### config.mk
export PLATFORM = sky130hd
export DESIGN_NAME = mem_bus_arbiter
export DESIGN_NICKNAME = d
export VERILOG_FILES = /design/src/rtl/mem_bus_arbiter.sv
export SDC_FILE = /design/constraint.sdc
export NUM_CORES = 1
export LEC_CHECK = 0
export BUFFER_PORTS_ARGS = -buffer_cell sky130_fd_sc_hd__buf_2
export CAP_MARGIN = 5
export CELL_PAD_IN_SITES_DETAIL_PLACEMENT = 0
export CELL_PAD_IN_SITES_GLOBAL_PLACEMENT = 1
export CORE_UTILIZATION = 34
export CTS_CLUSTER_DIAMETER = 120
export CTS_CLUSTER_SIZE = 20
export DETAILED_ROUTE_END_ITERATION = 6
export PLACE_DENSITY_LB_ADDON = 0.05
export SLEW_MARGIN = 20
export SYNTH_ARGS = -nofsm -noshare
export SYNTH_HDL_FRONTEND = slang
export SYNTH_SLANG_ARGS = --single-unit
### constraint.sdc
create_clock -name clk -period 6.3 [get_ports clk]
set_input_delay 1.26 -clock clk [delete_from_list [all_inputs] [get_ports clk]]
set_output_delay 1.26 -clock clk [all_outputs]
set_load 0.02 [all_outputs]
### src/rtl/mem_bus_arbiter.sv
// ---------------------------------------------------------------------------
// mem_bus_arbiter
//   Shares one memory-controller port between two masters:
//     m0 - instruction fetch (read-only)
//     m1 - data load/store
//   Masters are arbitrated round-robin. Each granted access is sequenced
//   through IDLE -> ACCESS -> RESP, with a per-region number of extra ACCESS
//   cycles selected from addr[31:28]:
//     0x0 bram (0), 0x1 sram (SRAM_WAIT), 0x2 flash (FLASH_WAIT),
//     0x4 peripheral (0). Any other region is unmapped: no strobe is issued
//     and the access completes in RESP with err=1.
//
// Ports
//   clk, rst                  clock (rising edge), async active-high reset
//   m0_req/addr               fetch request, held until m0_ack
//   m0_ack/done/rdata/err     accept strobe, completion pulse, response
//   m1_req/we/addr/wdata      data request, held until m1_ack
//   m1_ack/done/rdata/err     accept strobe, completion pulse, response
//   mem_rd/wr/addr/wdata      strobes and request to the memory controller
//   mem_rdata/err             response from the memory controller
// ---------------------------------------------------------------------------
module mem_bus_arbiter #(
   parameter logic [3:0] SRAM_WAIT  = 4'd1,
   parameter logic [3:0] FLASH_WAIT = 4'd4
) (
   input  logic        clk,
   input  logic        rst,

   input  logic        m0_req,
   input  logic [31:0] m0_addr,
   output logic        m0_ack,
   output logic        m0_done,
   output logic [31:0] m0_rdata,
   output logic        m0_err,

   input  logic        m1_req,
   input  logic        m1_we,
   input  logic [31:0] m1_addr,
   input  logic [31:0] m1_wdata,
   output logic        m1_ack,
   output logic        m1_done,
   output logic [31:0] m1_rdata,
   output logic        m1_err,

   output logic        mem_rd,
   output logic        mem_wr,
   output logic [31:0] mem_addr,
   output logic [31:0] mem_wdata,
   input  logic [31:0] mem_rdata,
   input  logic        mem_err
);

   typedef enum logic [1:0] {
      IDLE   = 2'd0,
      ACCESS = 2'd1,
      RESP   = 2'd2
   } state_t;

   localparam logic M0 = 1'b0;
   localparam logic M1 = 1'b1;

   state_t      state, state_nxt;
   logic        last_grant;   // master that received the most recent ack
   logic        owner;        // master that owns the access in flight
   logic        we_q;         // access in flight is a write
   logic [3:0]  wait_cnt;     // remaining extra ACCESS cycles

   logic        sel_m1;       // arbitration winner (1 = m1)
   logic        grant;        // an ack is issued this cycle
   logic [31:0] sel_addr;
   logic        sel_mapped;
   logic [3:0]  sel_wait;

   logic        cap_en;       // load the owner's response registers
   logic        cap_owner;
   logic [31:0] cap_rdata;
   logic        cap_err;

   // ------------------------------------------------------------------------
   // Arbitration and region decode of the winning request
   // ------------------------------------------------------------------------
   // NOTE: every signal assigned in an always_comb gets a default first so
   // that no path through the block leaves it unassigned (which would infer
   // a latch).
   always_comb begin
      sel_mapped = 1'b1;
      sel_wait   = 4'd0;

      // With both requests pending the master that was not served last wins.
      sel_m1   = m1_req & (~m0_req | (last_grant == M0));
      // Reset is folded in so no ack can escape while reset is held.
      grant    = (state == IDLE) & (m0_req | m1_req) & ~rst;
      sel_addr = sel_m1 ? m1_addr : m0_addr;

      case (sel_addr[31:28])
         4'h0:    sel_wait   = 4'd0;
         4'h1:    sel_wait   = SRAM_WAIT;
         4'h2:    sel_wait   = FLASH_WAIT;
         4'h4:    sel_wait   = 4'd0;
         default: sel_mapped = 1'b0;
      endcase
   end

   // ------------------------------------------------------------------------
   // FSM: state register
   // ------------------------------------------------------------------------
   // NOTE: clocked state uses non-blocking assignments so every register
   // samples the pre-edge values of the others, independent of block order.
   always_ff @(posedge clk or posedge rst) begin
      if (rst) state <= IDLE;
      else     state <= state_nxt;
   end

   // ------------------------------------------------------------------------
   // FSM: next state and outputs
   // ------------------------------------------------------------------------
   always_comb begin
      state_nxt = state;
      m0_ack    = grant & ~sel_m1;
      m1_ack    = grant &  sel_m1;
      m0_done   = 1'b0;
      m1_done   = 1'b0;
      mem_rd    = 1'b0;
      mem_wr    = 1'b0;
      cap_en    = 1'b0;
      cap_owner = owner;
      cap_rdata = 32'd0;
      cap_err   = 1'b0;

      case (state)
         IDLE: begin
            if (grant) begin
               if (sel_mapped) begin
                  state_nxt = ACCESS;
               end else begin
                  // Unmapped: skip the bus entirely and answer with an error.
                  state_nxt = RESP;
                  cap_en    = 1'b1;
                  cap_owner = sel_m1;
                  cap_err   = 1'b1;
               end
            end
         end

         ACCESS: begin
            mem_rd = ~we_q;
            mem_wr =  we_q;
            if (wait_cnt == 4'd0) begin
               // Final ACCESS cycle: the controller's response is taken here.
               state_nxt = RESP;
               cap_en    = 1'b1;
               cap_rdata = we_q ? 32'd0 : mem_rdata;
               cap_err   = mem_err;
            end
         end

         RESP: begin
            m0_done   = (owner == M0);
            m1_done   = (owner == M1);
            state_nxt = IDLE;
         end

         default: state_nxt = IDLE;
      endcase
   end

   // ------------------------------------------------------------------------
   // Request latch, wait counter and per-master response registers
   // ------------------------------------------------------------------------
   always_ff @(posedge clk or posedge rst) begin
      if (rst) begin
         last_grant <= M1;
         owner      <= M0;
         we_q       <= 1'b0;
         wait_cnt   <= 4'd0;
         mem_addr   <= 32'd0;
         mem_wdata  <= 32'd0;
         m0_rdata   <= 32'd0;
         m0_err     <= 1'b0;
         m1_rdata   <= 32'd0;
         m1_err     <= 1'b0;
      end else begin
         if (grant) begin
            last_grant <= sel_m1;
            owner      <= sel_m1;
            we_q       <= sel_m1 & m1_we;
            mem_addr   <= sel_addr;
            if (sel_m1) mem_wdata <= m1_wdata;
            wait_cnt   <= sel_mapped ? sel_wait : 4'd0;
         end else if (state == ACCESS && wait_cnt != 4'd0) begin
            wait_cnt <= wait_cnt - 4'd1;
         end

         // Response registers change only on completion and hold otherwise.
         if (cap_en) begin
            if (cap_owner == M1) begin
               m1_rdata <= cap_rdata;
               m1_err   <= cap_err;
            end else begin
               m0_rdata <= cap_rdata;
               m0_err   <= cap_err;
            end
         end
      end
   end

endmodule

[Yosys cells after proc, flatten, opt, wreduce, memory -nomap -nowiden]
Cells that the tools add are included.
Word-level totals
  register bits: 139
  input bits: 134
  output and inout port bits: 136
  word-level logic and storage cells: 71
Cells by class
  $add $sub $neg: 1
  equality and inequality tests: 7
  mux-type cells: 26
  bitwise logic cells: 15
  reductions and logical operators: 11
Operator list (number)
  two-way mux 32 bit: 4
  two-way mux 1 bit: 12
  two-way mux 4 bit: 3
  zero test 4 bit: 2
  AND reduction 2 bit: 4
  NOT 1 bit: 7
  AND 1 bit: 6
  two-way mux 2 bit: 3
  case mux 3 bit (2 select lines): 1
  == test 4 x 1 -> 1 bit (second input constant): 1
  == test 4 x 2 -> 1 bit (second input constant): 1
  == test 4 x 3 -> 1 bit (second input constant): 1
  inequality test 2 bit (second input constant): 2
  case mux 1 bit (2 select lines): 2
  case mux 2 bit (2 select lines): 1
  nonzero test 4 bit: 1
  OR reduction 4 bit: 1
  subtractor 4 x 1 -> 4 bit (second input constant): 1
  == test 2 x 1 -> 1 bit (second input constant): 1
  == test 2 bit (second input constant): 1
  zero test 2 bit: 1
  bitwise OR 1 bit: 2
  nonzero test 2 bit: 1
  logical AND 1 bit: 1

[Longest topological paths before layout]
Gate-level depths: netlist of run 1.
  depth in word-level cells: 12
  mapped depth: 9
  depth with buffers taken out: 8

[Worst setup path before layout of run 1]
Ideal clock, no wire load.
  kind: input port to output port
  from: input rst
  to: output m1_ack
  arrival time: 2.259 ns
  data required time: 5.040 ns
  slack: 2.781 ns
  stages on the path: 4
  path buffers: 1
  cell sequence: nor4_2 > nand2_1 > clkinv_1 > buf_2
On the way
  cells in the longest elaborated chain, start to end: 3
Ends and longest elaborated chain
  from (decl): RTL line 27  | input logic rst,
  NOT 1 bit: RTL line 92  | grant = (state == IDLE) & (m0_req | m1_req) & ~rst;
  AND 1 bit: RTL line 92
  AND 1 bit: RTL line 120  | m1_ack = grant & sel_m1;
  to (decl): RTL line 40  | output logic m1_ack,
Every way passes these cells.

[Worst setup path in the final report of run 1]
  from: input m0_req
  to: output m1_ack
On the way
  cells in the longest elaborated chain, start to end: 4
  elaborated cells on any way between the ends: 7
  those cells by class: bitwise: 7
Ends and longest elaborated chain
  from (decl): RTL line 29  | input logic m0_req,
  bitwise OR 1 bit or NOT 1 bit (tied branches): RTL line 92, 90
  AND 1 bit or bitwise OR 1 bit (tied branches): RTL line 92, 90
  AND 1 bit, on equally long branches: RTL line 92, 90
  AND 1 bit (*): RTL line 120
Every way passes the cells marked *; elsewhere a longest branch is shown, timed or not.

==> summary.md, run 1 <==
| Metric | Value |
|---|---|
| # clock sinks | 139 |
| Syn avg cell area | approximately 11 µm² |
| Crit path max fanout | 37 |
| Fin nets | 951 |
| Std-Cell Rows | 47 |
| Syn Std Cell Area | 5830 µm² |
| Largest net degree at the start of global routing | 79 |
| Post-synthesis simple-gate area fraction | 0.135 |
| Critical path class | input pin to output pin |
| Pwr Density | 483 nW/µm² |
| Max Cap Viol | 0 |
| Worst setup EP type | output pin |
| Pint | 2.38 mW |
| Starting Density | 0.350 |
| Worst path arrival time | 3140 ps |
| Drt total wl | 16,200 µm |
| Fin. max-slew vios | 0 |
| EDFF count, synth | 0 |
| Hold-fix buffers, CTS | 0 |
| # setup viols final | 0 |
| Setup slack at placement | around 1900 ps |
| Fin crit period | 4400 ps |
| Post-synthesis cell count | 552 |
| IO Port Bufs | approximately 270 |
| Mux contribution to synthesized area | 0.123 |
| H-tree levels | 4 |
| Number of post-CTS setup repair buffers | 0 |
| Yosys top cell by area | dfrtp_1 |
| Flop pwr share | 0.362 |
| Cells after DPL | 1,016 |
| Die area | 17,700 µm² |
| Leakage power figure | 4.00 nW |
| Synth warn | 0 |
| Yosys reg bits | about 140 |
| Clock latency on the worst-skew pair | approximately 410 ps |
| CTS tree | built |
| Layout Cells excl Fill | 1,049 |
| Synth Net Count | 688 |
| Ys async rst share | 1.00 |
| Slew HR | 0.316 |
| Die height | 133 µm |
| Via density | 4.59 |
| Wire length per cell | roughly 15 µm |
| Max Freq | 0.227 GHz |
| Top cell type's share of synthesized area | 0.593 |
| Core Box Area | 16,600 µm² |
| Most used cell, CP | buf_2 |
| Setup crit start kind | input pin |
| Die X | between 100 and 150 µm |
| Area contributors post-synth | dfrtp_1 59%, nand2_1 8.6%, mux2_2 6.6% |
| Final hold viol count | 0 |
| Logic pwr share | 0.372 |
| Layout cells sized above 1 | 0.424 |
| Final setup TNS | 0 ps |
| Boundary pin count | 270 |
| RSZ-0062 raised after global routing | false |
| Worst path max stage delay | 800 ps |
| Net switching fraction of the power | 0.383 |
| Iteration-0 DRC Markers | 239 |
| Status | finished clean |
| Worst path cell trace | buf_2, a21boi_4, nand2_1, clkinv_1, buf_4, buf_2 |
| RD Place Congestion | approximately 0.76 |
| Antenna violations before repair | 2 |
| Main combinational cell family by area after synthesis | simple AND/OR/NAND/NOR gates |
| Slowest CP cell | a21boi_4 |
| Remaining DRCs | 0 |
| Root buf cell | clkbuf_16 |
| First-pass GRT wire length | 25,800 µm |
| Top cells by count, synth | 138 x dfrtp_1, 134 x nand2_1, 39 x nor2_1 |
| Skew final | approximately 11 ps |
| Hold crit path type | register to register |
| Tot Pwr | 3.86 mW |
| CTS clock-pin slew for the worst setup and hold paths | 60 ps |
| Vias in the first global route | around 5,000 |
| Clk network pwr share | 0.266 |
| Drt pass-1 iters | 4 |
| Synth Area in XOR/XNOR | 0.00451 |
| Num CTS Buffers | 17 |
| Most common cell in the netlist | dfrtp_1 |
| Vias | 4,811 |
| Hpwl dp | 11,700 µm |
| Worst path required time | 5040 ps |
| Area Overhead vs Synth | 37.2% |
| Worst setup margin | 1900 ps |
| Synth Area in Compound Gates | 0.0837 |
| Most used flip-flop cell after synthesis | dfrtp_1 |
| Fin crit share | 0.698 |
| Max VDD drop | 0.000199 V |
| Post-Synth Adder-Cell Area | 0.00773 |
| Post-synth cell types | 39 |
| P_sw | 1.48 mW |
| Post-DRT Antenna Nets | 0 |
| Least-Margin Pin Slew | slightly above 1000 ps |
| GRT Residual Overflow | 0 |
| Total GRT Usage | 0.189 |
| Clk buf depth | 2 |
| CTS resizes | 0 |
| Post-synthesis sequential area ratio | 0.597 |
final timing paths:
kind	start	end	slack, ps	cells past startpoint
max	m0_req	m1_ack	1900	6
min	m1_rdata[11]	m1_rdata[11]	470	2
max reg2reg	last_grant	m1_rdata[16]	3250	5
min reg2reg	m1_rdata[11]	m1_rdata[11]	470	2
max in group asynchronous	rst	m1_err	3980	3
min in group asynchronous	rst	mem_addr[27]	940	2
power groups by stage:
stage	logic (mW)	registers [mW]	clock network (mW)
2_1_floorplan	0.567	1.77	0
3_3_place_gp	1.44	1.40	0
3_5_place_dp	1.46	1.41	0
4_1_cts	1.46	1.40	1.06
5_1_grt	1.56	1.44	1.10
6_report	1.44	1.40	1.03
area by class of cell:
cell class	instances	area (µm²)
clock inverters	13	164
flip-flops and latches	139	3480
inverters	35	136
clock buffers	19	453
diodes	1	2.50
fillers	1626	8650
multi-input cells	347	2090
repair buffers	275	1390
well taps	220	275
state kept, by name, summed over array words and instances (netlist names):
signal and cells:
m1_rdata 32, wait_cnt 4, we_q 1, m1_err 1, state 2, mem_wdata 32
mem_addr 32, m0_err 1, last_grant 1, owner 1, m0_rdata 32
kinds of logic (layout without fill, tap and decap cells):
logic type,count (synthesis),count (layout)
adders and majority gates,4,4
muxes,67,67
and+or+nand+nor,193,193
buffers and inverters,66,342
DFF,139,139
AOI/OAI and AO/OA,80,80
other,0,1
xor gates and xnor gates,3,3
stage by stage:
step	instance area [µm²]	utilization	hold WS [ps]
finish	8000	0.480	474
global placement	7380	0.443	459
floorplan	5830	-	447
CTS	7990	0.480	481
global route	8000	0.480	499
detailed placement	7380	0.443	468
worst max-delay path, delay by kind of cell:
| family | cells | cell delay, ps |
|---|---|---|
| buffers and inverters | 4 | 820 |
| AO/OA/AOI/OAI | 1 | 800 |
| AND/OR/NAND/NOR | 1 | 230 |
metal layers:
layer  GRT usage  up-vias  routed length, µm
met5           0        -                 13
met4      0.0824        2                318
met1       0.222     2248               6690
met2       0.312      172               7890
met3      0.0655       25               1250
li1            -     2364                  -
placed cells by master (no fill, tap or decap), types with 3 or more instances in the layout:
cell type,count
buf_4,6
nand2_1,134
dfrtp_1,138
buf_2,269
mux2i_1,31
nor2_1,38
nor3b_1,3
and2_1,4
a31oi_1,30
mux2_2,34
clkbuf_16,17
inv_6,4
clkinv_2,3
nor3_1,6
inv_1,33
bufinv_16,3
o21ai_0,37
Power figures use the tool's default switching activity.
==> run 2, diff against run 1 <==
==> constraint.sdc (replaced) <==
create_clock -name clk -period 4.3 [get_ports clk]
set_input_delay 0.86 -clock clk [delete_from_list [all_inputs] [get_ports clk]]
set_output_delay 0.86 -clock clk [all_outputs]
set_load 0.02 [all_outputs]
==> summary.md, run 2 (synthesis gave the netlist of run 1 again) <==
| Metric | Value |
|---|---|
| Status | finished clean |
| Slew HR | 0.502 |
| CTS clock-pin slew for the worst setup and hold paths | ~60 ps |
| Cells after DPL | 1,021 |
| Area Overhead vs Synth | 38.3% |
| Least-Margin Pin Slew | about 750 ps |
| Pwr Density | 708 nW/µm² |
| Worst path max stage delay | 450 ps |
| RSZ-0062 raised after global routing | false |
| Max VDD drop | approximately 0.00042 V |
| Worst setup EP type | output pin |
| Boundary pin count | 270 |
| Wire length per cell | approximately 15 µm |
| Die X | 133 µm |
| Hold-fix buffers, CTS | 0 |
| Remaining DRCs | 0 |
| Fin crit share | 0.685 |
| Worst setup margin | 1350 ps |
| Drt total wl | 16,100 µm |
| Worst path arrival time | between 2000 and 2500 ps |
| Largest net degree at the start of global routing | 70 |
| Antenna violations before repair | 3 |
| # clock sinks | 139 |
| Starting Density | 0.350 |
| Num CTS Buffers | 17 |
| Vias in the first global route | approximately 5,000 |
| Skew final | 7.70 ps |
| Layout cells sized above 1 | 0.425 |
| Setup crit start kind | input pin |
| Post-DRT Antenna Nets | 0 |
| Fill cells | 1,636 |
| Commonest cells after routing, fill and taps aside | 269 x buf_2, 138 x dfrtp_1, 134 x nand2_1 |
| Area of the multi-input gates | around 2100 µm² |
| Std-Cell Rows | 47 |
| CTS tree | built |
| H-tree levels | 4 |
| Vias | 4,862 |
| Leakage power figure | 4.02 nW |
| Layout Cells excl Fill | 1,055 |
| RD Place Congestion | 0.764 |
| Fin. max-slew vios | 0 |
| Max Freq | 0.339 GHz |
| Slowest CP cell | a21boi_2 |
| GRT Residual Overflow | 0 |
| Commonest non-fill, non-tap cell in the layout | buf_2 |
| Setup slack at placement | roughly 1000 ps |
| Clk buf depth | 2 |
| Hold_ws | 471 ps |
| Die area | 17,700 µm² |
| Max Cap Viol | 0 |
| Critical path class | input pin to output pin |
| Hpwl dp | between 10,000 and 15,000 µm |
| Most used cell, CP | buf_2 |
| Total GRT Usage | 0.189 |
| Number of post-CTS setup repair buffers | 0 |
| Hold crit path type | register to register |
| Worst path cell trace | buf_2, a21boi_2, buf_4, nor2_1, buf_2 |
| Final setup TNS | 0 ps |
| Root buf cell | clkbuf_16 |
| Clock latency on the worst-skew pair | 420 ps |
| Tot Pwr | 5.70 mW |
| # setup viols final | 0 |
| Crit path max fanout | 27 |
| Via density | 4.61 |
| IO Port Bufs | 269 |
| Fin crit period | 2950 ps |
| Sequential cell area | 3480 µm² |
| Fin nets | 956 |
| First-pass GRT wire length | 25,500 µm |
| Worst path required time | approximately 3400 ps |
| Core Box Area | 16,600 µm² |
| Drt pass-1 iters | 4 |
| Die height | 133 µm |
| Iteration-0 DRC Markers | 170 |
| CTS resizes | 0 |
| Final hold viol count | 0 |
-- run 2: path summary, 6_finish.rpt --
kind                                      to  cells past startpoint   startpoint  slack, ps
worst min-delay path             m1_rdata[8]                      2  m1_rdata[8]        470
worst min register to register   m1_rdata[8]                      2  m1_rdata[8]        470
worst max-delay path                  m0_ack                      5       m0_req       1350
min in group asynchronous               we_q                      2          rst        500
max in group asynchronous       m1_rdata[16]                      3          rst       2790
worst max register to register  m0_rdata[24]                      5     state[0]       1580
-- run 2: final cells by class --
| class | instances | share of cell area |
|---|---|---|
| tap | 220 | 0.0342 |
| inverter | 35 | 0.0168 |
| antenna | 2 | 0.000621 |
| sequential | 139 | 0.432 |
| timing repair buffer | 280 | 0.179 |
| clock inverter | 10 | 0.0202 |
| clock buffer | 22 | 0.0588 |
| multi-input combinational | 347 | 0.259 |
-- run 2: where the power goes --
group          switching, mW  total [mW]  leakage, nW  internal (mW)
combinational           1.32        2.10         1.95          0.773
clock                  0.547        1.56        0.307           1.02
sequential             0.261        2.04         1.76           1.78
-- run 2: metal layers --
layer,part of all wire,GRT usage,up-vias,wire length (µm)
met2,0.49,0.312,181,7920
li1,-,-,2371,-
met4,0.026,0.0856,2,427
met5,0.00081,0,-,13
met3,0.095,0.0897,31,1530
met1,0.39,0.206,2277,6250
-- run 2: worst max-delay path: cells and delay by family --
family,cells,cell delay [ps]
buf+inv,3,680
simple gates,1,70
compound gates,1,450
-- run 2: per-stage QoR --
stage,cell area [µm²],util
after global routing,8060,0.484
after CTS,8050,0.484
after floorplan,5830,-
after detailed placement,7420,0.446
after global placement,7420,0.446
final,8060,0.484
==> run 3, diff against run 2 <==
==> constraint.sdc (replaced) <==
create_clock -name clk -period 2.8 [get_ports clk]
set_input_delay 0.56 -clock clk [delete_from_list [all_inputs] [get_ports clk]]
set_output_delay 0.56 -clock clk [all_outputs]
set_load 0.02 [all_outputs]
==> summary.md, run 3 (synthesis gave the netlist of run 1 again) <==
| Metric | Value |
|---|---|
| Fin crit period | 2560 ps |
| # clock sinks | 139 |
| H-tree levels | 4 |
| Largest net degree at the start of global routing | 73 |
| Die area | 17,700 µm² |
| Worst path max stage delay | 650 ps |
| Antenna violations before repair | 2 |
| Worst path cell trace | or4_1, buf_4, nor2_1, buf_2 |
| Std-Cell Rows | 47 |
| Cells after DPL | 1,028 |
| # setup viols final | 0 |
| Post-DRT Antenna Nets | 0 |
| Critical path class | register to output pin |
| Worst path required time | between 2000 and 2500 ps |
| Clock latency on the worst-skew pair | 410 ps |
| Area Overhead vs Synth | 39.0% |
| Drt pass-1 iters | 4 |
| Max Cap Viol | 0 |
| Core Box Area | 16,600 µm² |
| Status | finished clean |
| Clk buf depth | 2 |
| Hpwl dp | about 12,000 µm |
| RSZ-0062 raised after global routing | false |
| Fin crit share | 0.915 |
| Commonest non-fill, non-tap cell in the layout | buf_2 |
| Number of post-CTS setup repair buffers | 0 |
| Least-Margin Pin Slew | 675 ps |
| Slowest CP cell | or4_1 |
| IO Port Bufs | 269 |
| Layout Cells excl Fill | 1,061 |
| Num CTS Buffers | 17 |
| First-pass GRT wire length | 27,000 µm |
| Die X | 133 µm |
| CTS resizes | 0 |
| Fin nets | just under 1,000 |
| Hold-fix buffers, CTS | 0 |
| Final hold viol count | 0 |
| Starting Density | 0.350 |
| Vias in the first global route | 5,161 |
| Layout cells sized above 1 | 0.430 |
| Hold crit path type | input pin to async pin |
| Total GRT Usage | 0.196 |
| Commonest cells after routing, fill and taps aside | 269 x buf_2, 138 x dfrtp_1, 134 x nand2_1 |
| Die height | 133 µm |
| Remaining DRCs | 0 |
| Drt total wl | around 16,000 µm |
| Vias | slightly below 5,000 |
| Root buf cell | clkbuf_16 |
| Wire length per cell | 15.4 µm |
| Via density | 4.61 |
| Leakage power figure | between 4 and 5 nW |
| Setup crit start kind | register |
| Skew final | 7.85 ps |
| Slew HR | 0.550 |
| Iteration-0 DRC Markers | 214 |
| Final setup TNS | 0 ps |
| Crit path max fanout | 6 |
| Boundary pin count | 270 |
| RD Place Congestion | between 0.8 and 0.9 |
| CTS tree | built |
| Worst setup EP type | output pin |
| GRT Residual Overflow | 0 |
| Fin. max-slew vios | 0 |
| Max VDD drop | about 0.00055 V |
| Worst path arrival time | 2000 ps |
| CTS clock-pin slew for the worst setup and hold paths | roughly 60 ps |
| Pwr Density | roughly 1100 nW/µm² |
| Max Freq | a little under 0.4 GHz |
run 3: layer usage:
layer / vias up / wire length (µm) / global-route usage
met5: - / 13 / 0
met4: 2 / 379 / 0.0805
li1: 2380 / - / -
met1: 2296 / 6510 / 0.222
met2: 183 / 7970 / 0.329
met3: 29 / 1510 / 0.0770
run 3: critical path: cells and delay by family (launching register included):
family	cells	cell delay, ps
simple gates	2	760
flops	1	470
buf+inv	2	370
run 3: path summary, 6_finish.rpt:
path	slack, ps	from	depth (start not counted)	to
max	240	state[0]	4	m0_ack
min	180	rst	2	mem_addr[27]
max reg2reg	460	state[0]	5	m0_rdata[15]
min reg2reg	470	m1_rdata[24]	2	m1_rdata[24]
max in group asynchronous	1900	rst	3	last_grant
min in group clk	370	m1_wdata[21]	2	mem_wdata[21]
run 3: through the flow:
step           total power, mW  hold slack [ps]  setup WS (ps)  utilization  cell area, µm²
2_1_floorplan             5.25              447            506            -            5830
3_3_place_gp              6.42              456            312        0.450            7490
3_5_place_dp              6.50              465            264        0.450            7490
4_1_cts                   8.83              174            192        0.487            8100
5_1_grt                   9.26              199            160        0.487            8100
6_report                  8.70              181            238        0.487            8100
run 3: layout make-up:
type | count | area (µm²)
clock inverters | 13 | 169
diodes | 1 | 2.50
multi-input cells | 347 | 2090
inverters | 35 | 135
repair buffers | 287 | 1520
clock buffers | 19 | 433
well taps | 220 | 275
flip-flops and latches | 139 | 3480
fillers | 1618 | 8540
run 3: power breakdown:
part	switching (mW)	leakage (nW)	internal, mW
Combinational	2.05	2.00	1.23
Clock	0.881	0.280	1.41
Sequential	0.402	1.76	2.74
